--- src/rtl/sdram_burst_arbiter.sv ---
// Burst scheduler for two ping-pong channels sharing one sdram_ctrl.
// Round-robins among W0/R0/W1/R1, builds the burst start address and
// tracks which ping-pong half of each channel holds unread data.
module sdram_burst_arbiter #(
    parameter int unsigned BURST_LEN = 8,
    parameter int unsigned BUF_WORDS = 1024,
    parameter int unsigned ADDR_W    = 22,
    parameter int unsigned USEDW_W   = 11,
    parameter int unsigned RD_LOW_WM = 8
) (
    input  logic               clk,
    input  logic               rst_n,
    input  logic               ctrl_idle,
    input  logic               cmd_ack,
    input  logic [USEDW_W-1:0] w0_usedw,
    input  logic [USEDW_W-1:0] r0_usedw,
    input  logic [USEDW_W-1:0] w1_usedw,
    input  logic [USEDW_W-1:0] r1_usedw,
    input  logic [1:0]         ch_clr,
    output logic               sys_w_req,
    output logic               sys_r_req,
    output logic [ADDR_W-1:0]  sys_wr_addr,
    output logic [1:0]         gnt_id,
    output logic               gnt_valid,
    output logic [1:0]         rd_ready,
    output logic [1:0]         w_stall
);

    localparam int unsigned OFF_W  = $clog2(BUF_WORDS);
    localparam int unsigned OFFA_W = ADDR_W - 2;
    localparam logic [OFF_W-1:0]   LAST_OFF    = OFF_W'(BUF_WORDS - BURST_LEN);
    localparam logic [OFF_W-1:0]   BURST_INC   = OFF_W'(BURST_LEN);
    localparam logic [USEDW_W-1:0] BURST_WORDS = USEDW_W'(BURST_LEN);
    localparam logic [USEDW_W-1:0] RD_WM       = USEDW_W'(RD_LOW_WM);

    typedef enum logic [1:0] {IDLE, REQ, GAP} state_t;

    state_t            state;
    logic [1:0]        rr_ptr;
    logic [OFF_W-1:0]  wr_off [2];
    logic [OFF_W-1:0]  rd_off [2];
    logic [1:0]        wr_half;
    logic [1:0]        rd_half;
    logic [1:0]        half_valid [2];
    logic [1:0]        clr_pend;

    logic [1:0]        wreq;
    logic [1:0]        rreq;
    logic [1:0]        stall_now;
    logic [3:0]        req_vec;
    logic [1:0]        idx;
    logic              pick_valid;
    logic [1:0]        pick_id;
    logic              pick_ch;
    logic              pick_rd;
    logic              pick_half;
    logic [OFF_W-1:0]  pick_off;
    logic [ADDR_W-1:0] pick_addr;
    logic              grant_now;
    logic [1:0]        ch_busy;
    logic              gch;

    // Request evaluation, round-robin pick and address of the candidate burst
    always_comb begin
        wreq       = '0;
        rreq       = '0;
        stall_now  = '0;
        idx        = '0;
        pick_valid = 1'b0;
        pick_id    = rr_ptr;
        ch_busy    = '0;

        wreq[0]      = (w0_usedw >= BURST_WORDS) && !half_valid[0][wr_half[0]];
        wreq[1]      = (w1_usedw >= BURST_WORDS) && !half_valid[1][wr_half[1]];
        rreq[0]      = half_valid[0][rd_half[0]] && (r0_usedw <= RD_WM);
        rreq[1]      = half_valid[1][rd_half[1]] && (r1_usedw <= RD_WM);
        stall_now[0] = (w0_usedw >= BURST_WORDS) && half_valid[0][wr_half[0]];
        stall_now[1] = (w1_usedw >= BURST_WORDS) && half_valid[1][wr_half[1]];
        req_vec      = {rreq[1], wreq[1], rreq[0], wreq[0]};

        for (int i = 0; i < 4; i++) begin
            idx = rr_ptr + 2'(i);
            if (!pick_valid && req_vec[idx]) begin
                pick_valid = 1'b1;
                pick_id    = idx;
            end
        end

        pick_ch   = pick_id[1];
        pick_rd   = pick_id[0];
        pick_half = pick_rd ? rd_half[pick_ch] : wr_half[pick_ch];
        pick_off  = pick_rd ? rd_off[pick_ch] : wr_off[pick_ch];
        pick_addr = {pick_half, pick_ch, OFFA_W'(pick_off)};

        grant_now = (state == IDLE) && ctrl_idle && pick_valid;
        gch       = gnt_id[1];

        // A channel that holds or is just receiving a grant defers its clear
        for (int k = 0; k < 2; k++) begin
            ch_busy[k] = ((state == REQ) && (gnt_id[1] == 1'(k))) ||
                         (grant_now && (pick_ch == 1'(k)));
        end
    end

    // Grant FSM, per-channel offset/half bookkeeping and registered status
    always_ff @(posedge clk or negedge rst_n) begin
        if (!rst_n) begin
            state       <= IDLE;
            rr_ptr      <= '0;
            sys_w_req   <= 1'b0;
            sys_r_req   <= 1'b0;
            sys_wr_addr <= '0;
            gnt_id      <= '0;
            gnt_valid   <= 1'b0;
            rd_ready    <= '0;
            w_stall     <= '0;
            wr_half     <= '0;
            rd_half     <= '0;
            clr_pend    <= '0;
            for (int k = 0; k < 2; k++) begin
                wr_off[k]     <= '0;
                rd_off[k]     <= '0;
                half_valid[k] <= '0;
            end
        end else begin
            rd_ready <= {|half_valid[1], |half_valid[0]};
            w_stall  <= stall_now;

            for (int k = 0; k < 2; k++) begin
                if (ch_clr[k]) begin
                    if (ch_busy[k]) begin
                        clr_pend[k] <= 1'b1;
                    end else begin
                        wr_off[k]     <= '0;
                        rd_off[k]     <= '0;
                        wr_half[k]    <= 1'b0;
                        rd_half[k]    <= 1'b0;
                        half_valid[k] <= '0;
                        clr_pend[k]   <= 1'b0;
                    end
                end
            end

            case (state)
                IDLE: begin
                    if (grant_now) begin
                        gnt_id      <= pick_id;
                        sys_wr_addr <= pick_addr;
                        sys_w_req   <= !pick_rd;
                        sys_r_req   <= pick_rd;
                        gnt_valid   <= 1'b1;
                        state       <= REQ;
                    end
                end
                REQ: begin
                    if (cmd_ack) begin
                        sys_w_req <= 1'b0;
                        sys_r_req <= 1'b0;
                        gnt_valid <= 1'b0;
                        rr_ptr    <= gnt_id + 2'd1;
                        state     <= GAP;
                        if (clr_pend[gch] || ch_clr[gch]) begin
                            wr_off[gch]     <= '0;
                            rd_off[gch]     <= '0;
                            wr_half[gch]    <= 1'b0;
                            rd_half[gch]    <= 1'b0;
                            half_valid[gch] <= '0;
                            clr_pend[gch]   <= 1'b0;
                        end else if (!gnt_id[0]) begin
                            if (wr_off[gch] == LAST_OFF) begin
                                wr_off[gch]                   <= '0;
                                half_valid[gch][wr_half[gch]] <= 1'b1;
                                wr_half[gch]                  <= ~wr_half[gch];
                            end else begin
                                wr_off[gch] <= wr_off[gch] + BURST_INC;
                            end
                        end else begin
                            if (rd_off[gch] == LAST_OFF) begin
                                rd_off[gch]                   <= '0;
                                half_valid[gch][rd_half[gch]] <= 1'b0;
                                rd_half[gch]                  <= ~rd_half[gch];
                            end else begin
                                rd_off[gch] <= rd_off[gch] + BURST_INC;
                            end
                        end
                    end
                end
                GAP: begin
                    state <= IDLE;
                end
                default: begin
                    state <= IDLE;
                end
            endcase
        end
    end

endmodule

--- config.mk ---
export PLATFORM = sky130hd
export DESIGN_NAME = sdram_burst_arbiter
export DESIGN_NICKNAME = d
export VERILOG_FILES = /design/src/rtl/sdram_burst_arbiter.sv
export SDC_FILE = /design/constraint.sdc
export NUM_CORES = 1
export LEC_CHECK = 0
export CAP_MARGIN = 40
export CORE_ASPECT_RATIO = 1.75
export CORE_MARGIN = 5
export CORE_UTILIZATION = 29
export DETAILED_ROUTE_END_ITERATION = 6
export SYNTH_ARGS = -nofsm -noshare
export SYNTH_HDL_FRONTEND = slang
export SYNTH_SLANG_ARGS = --single-unit
export TNS_END_PERCENT = 10
--- constraint.sdc ---
create_clock -name clk -period 4 [get_ports clk]
set_input_delay 0.4 -clock clk [delete_from_list [all_inputs] [get_ports clk]]
set_output_delay 0.4 -clock clk [all_outputs]
set_load 0.01 [all_outputs]
==> impl_summary.txt <==
----------------------------------------------------
[Timing]
  Setup TNS ... 0 ps
  Total setup violations reported at the end of the flow ... 0
  Clock period minus worst slack ... 3100 ps
  Post-Route Skew ... 9.85 ps
  Final critical-path share of the clock period ... 77.5%
  Minimum hold slack ... 440 ps
  Measured slew at the worst slew-check pin ... 760 ps
  Pins over their slew limit ... 0
  RSZ-0062 raised after global routing ... false
  Peak clock frequency supported by timing ... 322 MHz
  Max transition margin ... 48.9%
  Final Hold Vio Count ... 0
  Worst setup slack after layout ... 898 ps

[Synthesis]
  Mapped Cells ... 434
  Number of flops mapped to enable cells by yosys ... 0
  Synth top cells by count ... 74 x sky130_fd_sc_hd__dfrtp_1, 36 x sky130_fd_sc_hd__nand2_1, 27 x sky130_fd_sc_hd__o21ai_0
  Library cells used by synthesis ... 70
  Sequential fraction of the synthesis area ... 42.9%
  Cell type with the highest aggregate area in the netlist ... sky130_fd_sc_hd__dfrtp_1
  Flip-flop cell with the highest count after synthesis ... sky130_fd_sc_hd__dfrtp_1
  Number of register bits inferred by synthesis ... 74
  Count leader, synth ... sky130_fd_sc_hd__dfrtp_1
  Mean cell area of the mapped netlist ... 9.95 µm²
  Post-Synthesis Cell Area ... 0.00432 mm²
  Synth async-reset ratio ... 100%
  Share of the synthesized area in the top cell type ... 42.9%
  Cells taking the most area after synthesis ... sky130_fd_sc_hd__dfrtp_1 43%, sky130_fd_sc_hd__mux2i_1 3.9%, sky130_fd_sc_hd__nand2_1 3.1%
  Yosys warnings ... 0

[Final layout]
  Fillcell total ... 1486
  Ratio of cells with drive above 1 in the final layout ... 12.7%
  Combined area of the multi-input logic cells ... 0.00231 mm²
  Number of antenna diodes ... 0
  Layout Nets ... 551
  Register Area ... 0.00185 mm²
  Layout Cells excl Fill ... 687
  Fraction of the core area covered by cells at the end of the flow ... 37.2%
  Area growth from synthesis to final layout ... 27.0%

[Global routing]
  Aggregate global-route resource usage ... 14.9%
  Global-route wire length before repair ... 20.0 mm
  Leftover overflow at the end of global routing ... 0
  Maximum number of pins on one net before global-route repair ... 66
  Vias in the first global route ... 3846
  Antenna violations before repair ... 0

[Worst setup path]
  Capturing point of the worst reg2reg path ... sys_wr_addr[9]
  Endpoint arrival time on the critical path ... 3280 ps
  Required time at the worst-slack endpoint ... 4180 ps
  Flop-to-flop setup slack ... 1180 ps
  Worst reg-to-reg path cell count ... 7
  Startpoint of the worst-slack reg-to-reg timing path ... rd_half[0]
  Startpoint of the most critical setup path ... r1_usedw[4]
  Worst setup path class ... input pin to register
  Worst-path fanout max ... 12
  Startpoint Class ... input pin
  Critical path capture point type ... register

[Worst hold path]
  Class of the tightest hold or removal check ... input pin to async pin

[Drt]
  Final wirelength ... 12.8 mm
  Vias per std cell ... 5.45
  Post-DR wirelength/cell ... 18.7 µm
  Remaining antenna violation count ... 0
  Detailed-route DRC error count ... 0
  Detailed Route Iter0 Violations ... 283
  First-pass iteration count of the detailed router ... 4
  Total via count after detailed routing ... 3746

[Placement]
  Placed insts ... 670
  Placer congestion estimate ... 0.854
  Number of input and output port buffers inserted ... 64
  Final HPWL from detailed placement ... 9.91 mm
  Worst slack after detailed placement ... 560 ps

[Clock tree]
  Clock slew at reported path FFs ... 60 ps
  CTS Buffer Depth ... 2
  CTS buffer count ... 9
  Count of clock tree sinks ... 74
  Cell at the root of the clock tree ... sky130_fd_sc_hd__clkbuf_16
  TritonCTS clock tree ... done
  Number of gates resized after cts ... 0
  Number of H-tree levels ... 3
  Clock Latency Late Sink ... 340 ps

[Die]
  Total number of placement rows ... 59
  Total die area ... 0.0175 mm²
  I/O pins ... 81
  Vertical die dimension ... 171 µm
  Initial Utilization ... 29.3%
  Horizontal die dimension ... 102 µm
  Core Area ... 0.0148 mm²

[Power and ir drop]
  Peak supply drop ... 0.208 mV
  P_int ... 1.54 mW
  Leakage power ... 2.29 nW
  Fraction of power consumed by the clock network ... 36.6%
  Reported net switching power ... 0.763 mW
  Switch share ... 33.1%
  Total power per unit cell area ... 420 mW/mm²
  Combinational Power Share ... 27.0%
  Sequential group share of total power ... 36.5%

[Job]
  Max-cap violations ... 0

[Status]
  Outcome ... complete, no violations

----------------------------------------------------
## cells by family (layout without fill, tap and decap cells)
logic type / after synthesis / after routing / share of synthesized area, %
fa+ha+maj: 2 / 2 / 0.579
simple gates: 149 / 149 / 19.9
compound gates: 139 / 139 / 25.0
other cells: 1 / 10 / 0.0868
xor+xnor: 7 / 7 / 1.42
flops: 74 / 74 / 42.9
buf+inv: 38 / 99 / 4.37
mux: 24 / 24 / 5.76
## timing repair
item | CTS | global route
setup buffers | 0 | 0
hold buffers | 1 | 0
endpoints found under the hold margin | 9 | 0
setup endpoints to repair | 0 | 0
## routing by layer
| metal | wire length, µm | GRT usage [%] | share of wire (%) |
|---|---|---|---|
| met5 | 0 | 0 | 0 |
| met4 | 606 | 8.74 | 4.7 |
| met3 | 792 | 2.44 | 6.2 |
| met2 | 6970 | 28.2 | 54 |
| met1 | 4460 | 14.7 | 35 |
## through the flow
step | total power [mW] | area [µm²]
final | 2.30 | 5490
after global routing | 2.40 | 5490
after CTS | 2.32 | 5490
after detailed placement | 1.48 | 5160
after global placement | 1.44 | 5120
after floorplan | 1.22 | 4350
## critical path: stages
cell and delay [ps]:
sky130_fd_sc_hd__clkdlybuf4s50_1 400, sky130_fd_sc_hd__or4_4 570, sky130_fd_sc_hd__nor4_4 370, sky130_fd_sc_hd__nor3b_1 140, sky130_fd_sc_hd__o31ai_4 370, sky130_fd_sc_hd__buf_4 260
sky130_fd_sc_hd__nand2b_1 570, sky130_fd_sc_hd__o221ai_1 210
## power by group through the flow
stage               combinational (mW)  clock [mW]  sequential [mW]
global placement                 0.576           0            0.868
floorplan                        0.387           0            0.834
global route                     0.665       0.889            0.846
detailed placement               0.625           0            0.852
CTS                              0.625       0.857            0.839
finish                           0.622       0.842            0.840
## cell type report
type	instances	area share, %
Clock buffer	10	4.36
Clock inverter	6	1.32
Inverter	8	0.547
Multi-Input combinational cell	331	42.2
Sequential cell	74	33.8
Tap cell	183	4.17
Timing Repair Buffer	75	13.7
## sequential cells by signal (all words and copies together) (netlist names)
signal       flops
clr_pend         2
gnt_id           1
gnt_valid        1
half_valid       4
rd_half          2
rd_off          20
rd_ready         2
rr_ptr           2
state            2
sys_r_req        1
sys_w_req        1
sys_wr_addr     12
w_stall          2
wr_half          2
wr_off          20
## worst max-delay path by stage
stage / end / slack, ps / depth (start not counted)
floorplan: rd_off[19] / 1170 / 10
global placement: sys_wr_addr[5] / 660 / 8
detailed placement: sys_wr_addr[9] / 560 / 8
CTS: sys_wr_addr[9] / 920 / 8
global route: sys_wr_addr[8] / 750 / 8
finish: sys_wr_addr[9] / 900 / 8
## layout by cell type, fill, tap and decap left out, drive strengths merged, types with 4 or more instances in the layout
master	count
or2	5
nor3	8
nand3	9
clkbuf	10
nor3b	5
a21boi	13
clkdlybuf4s50	63
o21ai	32
mux2	7
a21oi	16
and3	14
nor2	27
dfrtp	74
and2	8
nor2b	4
nand2b	7
a31oi	14
conb	10
inv	10
o21a	6
mux2i	17
o221ai	11
or4	6
nor4b	4
a32o	4
buf	11
xnor2	4
nand2	37
a22o	14
(Power assumes the default switching activity.)
